<file path="config.mk">
export PLATFORM = sky130hd
export DESIGN_NAME = cpu_clk_ctrl_flat
export DESIGN_NICKNAME = d
export VERILOG_FILES = /design/src/rtl/cpu_clk_ctrl_if.sv /design/src/rtl/cpu_clk_ctrl.sv /design/src/flat_wrapper.sv
export SDC_FILE = /design/constraint.sdc
export NUM_CORES = 1
export LEC_CHECK = 0
export CORE_ASPECT_RATIO = 1.25
export CORE_MARGIN = 2
export CORE_UTILIZATION = 61
export DETAILED_ROUTE_END_ITERATION = 7
export PLACE_DENSITY_LB_ADDON = 0.2
export SLEW_MARGIN = 5
export SYNTH_ARGS = -nofsm -noshare
export SYNTH_HDL_FRONTEND = slang
export SYNTH_SLANG_ARGS = --single-unit
</file>
<file path="constraint.sdc">
create_clock -name clk -period 5.9 [get_ports clk]
set_clock_uncertainty 0.1 [all_clocks]
set_input_delay 0.885 -clock clk [delete_from_list [all_inputs] [get_ports clk]]
set_output_delay 0.885 -clock clk [all_outputs]
set_load 0.05 [all_outputs]
</file>
<file path="src/rtl/cpu_clk_ctrl_if.sv">
// Control/status bundle between the board top level and the CPU clock-enable controller.
// The top level drives the switch, button and halt request; the controller drives the strobe
// and its status.
interface cpu_clk_ctrl_if #(
  parameter int unsigned CNT_W = 32
) ();
  logic             mode_run;
  logic             step_btn;
  logic             halt_req;
  logic             clk_cpu_en;
  logic [CNT_W-1:0] cpu_cycles;
  logic [1:0]       state;
  logic             halted;

  modport master (
    output mode_run,
    output step_btn,
    output halt_req,
    input  clk_cpu_en,
    input  cpu_cycles,
    input  state,
    input  halted
  );

  modport slave (
    input  mode_run,
    input  step_btn,
    input  halt_req,
    output clk_cpu_en,
    output cpu_cycles,
    output state,
    output halted
  );
endinterface

</file>
<file path="src/rtl/cpu_clk_ctrl.sv">
// Run/step/halt controller producing the single-cycle CPU clock-enable strobe.
// It also counts the strobes it has issued.
module cpu_clk_ctrl #(
  parameter int unsigned DIV_N      = 50_000_000,
  parameter int unsigned DEBOUNCE_N = 1_000_000,
  parameter int unsigned CNT_W      = 32
) (
  input  logic         clk,
  input  logic         rst_n,
  cpu_clk_ctrl_if.slave bus
);

  localparam int unsigned DivW = (DIV_N > 1) ? $clog2(DIV_N) : 1;
  localparam int unsigned DbW  = (DEBOUNCE_N > 1) ? $clog2(DEBOUNCE_N) : 1;
  localparam logic [DivW-1:0] DivMax = DivW'(DIV_N - 1);
  localparam logic [DbW-1:0]  DbMax  = DbW'(DEBOUNCE_N - 1);

  typedef enum logic [1:0] {
    StIdle = 2'b00,
    StRun  = 2'b01,
    StStep = 2'b10,
    StHalt = 2'b11
  } state_e;

  logic             mode_q1, mode_s_q;
  logic             btn_q1, btn_s_q;
  logic [DbW-1:0]   db_cnt_q, db_cnt_d;
  logic             db_btn_q, db_btn_d;
  logic             db_btn_dly_q;
  logic             step_evt;
  state_e           state_q, state_d;
  logic [DivW-1:0]  div_q, div_d;
  logic             en_q, en_d;
  logic [CNT_W-1:0] cnt_q, cnt_d;
  logic             halted_q, halted_d;

  always_comb begin
    db_cnt_d = db_cnt_q;
    db_btn_d = db_btn_q;
    if (btn_s_q == db_btn_q) begin
      db_cnt_d = '0;
    end else if (db_cnt_q == DbMax) begin
      db_btn_d = btn_s_q;
      db_cnt_d = '0;
    end else begin
      db_cnt_d = db_cnt_q + DbW'(1);
    end
  end

  // Rising edge of the accepted level only; a release never steps.
  assign step_evt = db_btn_q & ~db_btn_dly_q;

  always_comb begin
    state_d = state_q;
    div_d   = div_q;
    en_d    = 1'b0;
    unique case (state_q)
      StIdle: begin
        if (bus.halt_req) begin
          state_d = StHalt;
        end else if (mode_s_q) begin
          state_d = StRun;
          div_d   = '0;
        end else if (step_evt) begin
          state_d = StStep;
          en_d    = 1'b1;
        end
      end
      StStep: begin
        state_d = bus.halt_req ? StHalt : StIdle;
      end
      StRun: begin
        // Halt and mode change both win over a strobe falling due this cycle.
        if (bus.halt_req) begin
          state_d = StHalt;
        end else if (!mode_s_q) begin
          state_d = StIdle;
          div_d   = '0;
        end else begin
          en_d  = (div_q == DivMax);
          div_d = (div_q == DivMax) ? '0 : div_q + DivW'(1);
        end
      end
      StHalt: begin
        state_d = StHalt;
      end
    endcase
  end

  assign halted_d = (state_d == StHalt);
  assign cnt_d    = cnt_q + CNT_W'(en_q);

  always_ff @(posedge clk) begin
    if (!rst_n) begin
      mode_q1      <= 1'b0;
      mode_s_q     <= 1'b0;
      btn_q1       <= 1'b0;
      btn_s_q      <= 1'b0;
      db_cnt_q     <= '0;
      db_btn_q     <= 1'b0;
      db_btn_dly_q <= 1'b0;
      state_q      <= StIdle;
      div_q        <= '0;
      en_q         <= 1'b0;
      cnt_q        <= '0;
      halted_q     <= 1'b0;
    end else begin
      mode_q1      <= bus.mode_run;
      mode_s_q     <= mode_q1;
      btn_q1       <= bus.step_btn;
      btn_s_q      <= btn_q1;
      db_cnt_q     <= db_cnt_d;
      db_btn_q     <= db_btn_d;
      db_btn_dly_q <= db_btn_q;
      state_q      <= state_d;
      div_q        <= div_d;
      en_q         <= en_d;
      cnt_q        <= cnt_d;
      halted_q     <= halted_d;
    end
  end

  assign bus.clk_cpu_en = en_q;
  assign bus.cpu_cycles = cnt_q;
  assign bus.state      = state_q;
  assign bus.halted     = halted_q;

endmodule

</file>
<file path="src/flat_wrapper.sv">
// flat-port wrapper written by rule: the top's interface ports become plain ports
module cpu_clk_ctrl_flat 
#(
  parameter int unsigned DIV_N      = 50_000_000,
  parameter int unsigned DEBOUNCE_N = 1_000_000,
  parameter int unsigned CNT_W      = 32
)
  (clk, rst_n, bus_mode_run, bus_step_btn, bus_halt_req, bus_clk_cpu_en, bus_cpu_cycles, bus_state, bus_halted);
  cpu_clk_ctrl_if #(.CNT_W(CNT_W)) bus_i ();
  input  logic clk;
  input  logic rst_n;
  input wire logic [$bits(bus_i.mode_run)-1:0] bus_mode_run;
  input wire logic [$bits(bus_i.step_btn)-1:0] bus_step_btn;
  input wire logic [$bits(bus_i.halt_req)-1:0] bus_halt_req;
  output wire logic [$bits(bus_i.clk_cpu_en)-1:0] bus_clk_cpu_en;
  output wire logic [$bits(bus_i.cpu_cycles)-1:0] bus_cpu_cycles;
  output wire logic [$bits(bus_i.state)-1:0] bus_state;
  output wire logic [$bits(bus_i.halted)-1:0] bus_halted;
  assign bus_i.mode_run = bus_mode_run;
  assign bus_i.step_btn = bus_step_btn;
  assign bus_i.halt_req = bus_halt_req;
  assign bus_clk_cpu_en = bus_i.clk_cpu_en;
  assign bus_cpu_cycles = bus_i.cpu_cycles;
  assign bus_state = bus_i.state;
  assign bus_halted = bus_i.halted;
  cpu_clk_ctrl #(.DIV_N(DIV_N), .DEBOUNCE_N(DEBOUNCE_N), .CNT_W(CNT_W)) u_core (.clk(clk), .rst_n(rst_n), .bus(bus_i));
endmodule
</file>
==> metrics.md <==
| Metric | Value |
|---|---|
| Hold WC Path Type | `flop to flop` |
| Register area share after synthesis | `0.436` |
| Warnings, synthesis | `0` |
| Worst-Margin Slew | `1.07 ns` |
| Hold buffers post-CTS | `0` |
| Synth Cell Area | `0.00404 mm²` |
| Area grow syn2layout | `16.2%` |
| Vias in the first global route | `3088` |
| RSZ-0062 raised after global routing | `no` |
| #FFs+latches synth | `88` |
| FF-to-FF End | `u_core.bus.cpu_cycles[29]$_SDFF_PN0_` |
| Finished Cell Area | `0.00469 mm²` |
| Yosys cell types | `54` |
| # IOs | `41` |
| Mapped Avg Cell Area | `8.92 µm²` |
| R2r startpoint | `u_core.bus.clk_cpu_en$_SDFF_PN0_` |
| Hold Path Depth | `1` |
| Placed cell area | `0.00449 mm²` |
| Drt pass-1 iters | `4` |
| Reg-to-reg slack, setup | `3.49 ns` |
| Max Slew Vio Count | `0` |
| Core Box Area | `0.00648 mm²` |
| Most frequent cells in the layout | `dfxtp_1 (88), nor2_1 (75), nand3_1 (42), xor2_1 (41), clkdlybuf4s50_1 (40)` |
| Layout Utilization | `0.724` |
| Clock-pin slew on the worst setup and hold paths | `0.08 ns` |
| Cell Count, Final, Fillers Out | `582` |
| CP Capture Type | `flop` |
| Diode count | `0` |
| Starting Density | `0.623` |
| Final Cycle Share | `0.557` |
| Hpwl dp | `5550 µm` |
| Max Fclk | `304 MHz` |
| CTS tree | `yes` |
| Final nets | `499` |
| Num rows | `33` |
| Die height | `95.0 µm` |
| Antenna viol nets, final | `0` |
| Top delay family on crit path | `buffers and inverters` |
| Number of synthesized flops with an enable pin | `0` |
| Clk sinks | `88` |
| Syn Inst Count | `453` |
| CTS H-tree depth | `3` |
| Met3 usage | `0.0459` |
| Relative slew margins | `0.284` |
| Worst hold endpoint | `u_core.mode_s_q$_SDFF_PN0_` |
| CP max stage cell | `clkdlybuf4s50_1` |
| Met1 GRT Util | `0.273` |
| Crit path arrival time | `3.48 ns` |
| First-pass GRT wire length | `13400 µm` |
| Clk_lat worst skew | `0.35 ns` |
| # DRC | `0` |
| Gr busiest metal | `met2` |
| Port Buffers | `40` |
| Syn_nets | `462` |
| Area contributors post-synth | `dfxtp_1 (44%), xor2_1 (8.9%), nor2_1 (7.0%), nand3_1 (5.2%), xnor2_1 (4.1%)` |
| Post-CTS setup buffers | `0` |
| Total gr overflow | `0` |
| Antenna violations before repair | `0` |
| Critical Path Start Type | `primary input` |
| Slowest stage delay, CP | `1.00 ns` |
| Drt via density | `5.68` |
| Run status | `completed` |
| CTS max path bufs | `2` |
| DIE AREA | `0.00729 mm²` |
| Largest net degree at the start of global routing | `26` |
| Num CTS Buffers | `9` |
| Max FO, Critical Path | `25` |
| Hold Vio Cnt, Final | `0` |
| Synth top area share | `0.436` |
| Max VDD drop | `0.000187 V` |
| Leak pwr | `1.61 nW` |
| Main synth FF type | `dfxtp_1` |
| Met2 usage | `0.395` |
| TNS Setup | `0 ns` |
| Cell area power density | `225 mW/mm²` |
| Tmin final | `3.29 ns` |
| Post-synth ARST share | `0` |
| Max-cap viol count | `0` |
| Die Wd | `76.8 µm` |
| Most common cell after layout, fill and taps aside | `dfxtp_1` |
| Hold Worst Slack | `0.341 ns` |
| R2R cell count | `6` |
| Hold path startpoint | `u_core.mode_q1$_SDFF_PN0_` |
| GR Util All Layers | `0.225` |
| Initial DRC Count | `137` |
| Crit-path cells | `clkdlybuf4s50_1 > inv_1 > buf_4 > or4_1 > nand3_1` |
| Crit Path Category | `primary input to flop` |
| Required time of the critical path | `6.09 ns` |
| Layout cells sized above 1 | `0.0768` |
| Final WL | `7910 µm` |
| Cell taking the most area after synthesis | `dfxtp_1` |
| DR WL/cell | `13.6 µm` |
| Placer Congestion | `0.823` |
| Vias | `3308` |
| Post-cts gate resize count | `0` |
| Placed insts | `566` |
| # setup viols final | `0` |
| Root buffer cell | `clkbuf_8` |
| WP buf/inv | `3` |
## layer usage
layer	vias to the layer above	wire length, µm
li1	1663	-
met1	1584	3560
met2	52	4030
met3	9	228
met4	0	95
met5	-	0
## cell usage after synthesis, types with 2 or more instances
library cell / number
dfxtp_1: 88
nor2_1: 75
nand3_1: 42
xor2_1: 41
nand2_1: 29
nand4_1: 24
xnor2_1: 19
and3_1: 13
a21oi_1: 10
clkbuf_1: 9
nor3_1: 9
and2_1: 8
inv_1: 8
o21ai_0: 6
and4_1: 5
ha_1: 4
nor4_1: 4
or4_1: 4
nand3b_1: 3
nor4_2: 3
nor4_4: 3
nor4b_1: 3
a31oi_1: 2
buf_1: 2
buf_2: 2
nand2b_1: 2
nor2_4: 2
o21a_1: 2
o221ai_1: 2
o31a_1: 2
or2_1: 2
or2_2: 2
or3_1: 2
## sequential cells by signal (all words and copies together) (netlist names)
signal / cells
u_core.btn_q1: 1
u_core.mode_s_q: 1
u_core.bus.clk_cpu_en: 1
u_core.db_btn_q: 1
u_core.db_cnt_q: 20
u_core.bus.state: 2
u_core.db_btn_dly_q: 1
u_core.mode_q1: 1
u_core.div_q: 26
u_core.btn_s_q: 1
u_core.bus.cpu_cycles: 32
u_core.bus.halted: 1
## kinds of logic after synthesis
group                    share of synthesized area
buffers and inverters                       0.0263
adder cells (fa/ha/maj)                     0.0124
flip-flops                                   0.436
AND/OR/NAND/NOR                              0.338
XOR/XNOR                                     0.130
AO/OA/AOI/OAI                               0.0520
multiplexers                               0.00527
## through the flow
stage	total power (W)	setup WS (ns)
after global placement	0.000645	2.36
final	0.00106	2.61
after detailed placement	0.000645	2.29
after CTS	0.00106	2.66
after global routing	0.00109	2.49
after floorplan	0.000637	3.54
## worst register-to-register path: cells and delay by family (launching register included)
kind                       cells  cell delay [ns]
xor gates and xnor gates       1             0.21
adders and majority gates      1             0.17
DFF                            1             0.36
and+or+nand+nor                4             1.44
## worst max path at each step
| stage | from | endpoint | slack (ns) | depth (start not counted) |
|---|---|---|---|---|
| after floorplan | bus_halt_req | u_core.div_q[16]$_SDFFE_PN0P_ | 3.54 | 6 |
| after global placement | rst_n | u_core.div_q[23]$_SDFFE_PN0P_ | 2.36 | 5 |
| after detailed placement | rst_n | u_core.div_q[22]$_SDFFE_PN0P_ | 2.29 | 5 |
| after CTS | rst_n | u_core.div_q[23]$_SDFFE_PN0P_ | 2.66 | 5 |
| after global routing | rst_n | u_core.div_q[22]$_SDFFE_PN0P_ | 2.49 | 5 |
| final | rst_n | u_core.div_q[23]$_SDFFE_PN0P_ | 2.61 | 5 |
## power breakdown
part / total [W] / switching (W) / leakage, nW / internal [W]
Combinational: 0.0000324 / 0.0000233 / 0.797 / 0.00000909
Sequential: 0.000599 / 0.00000254 / 0.710 / 0.000596
Clock: 0.000425 / 0.000207 / 0.101 / 0.000217
Total: 0.00106 / 0.000233 / 1.61 / 0.000822
## final cells by class
cell class                 count  area (µm²)
multi-input combinational    342        2180
fill                         514        1790
clock inverter                 5        55.1
sequential                    88        1760
timing repair buffer          41         408
clock buffer                  11         151
tap                           87         109
inverter                       8        30.0
No activity file was read; power rests on OpenSTA's default activity.
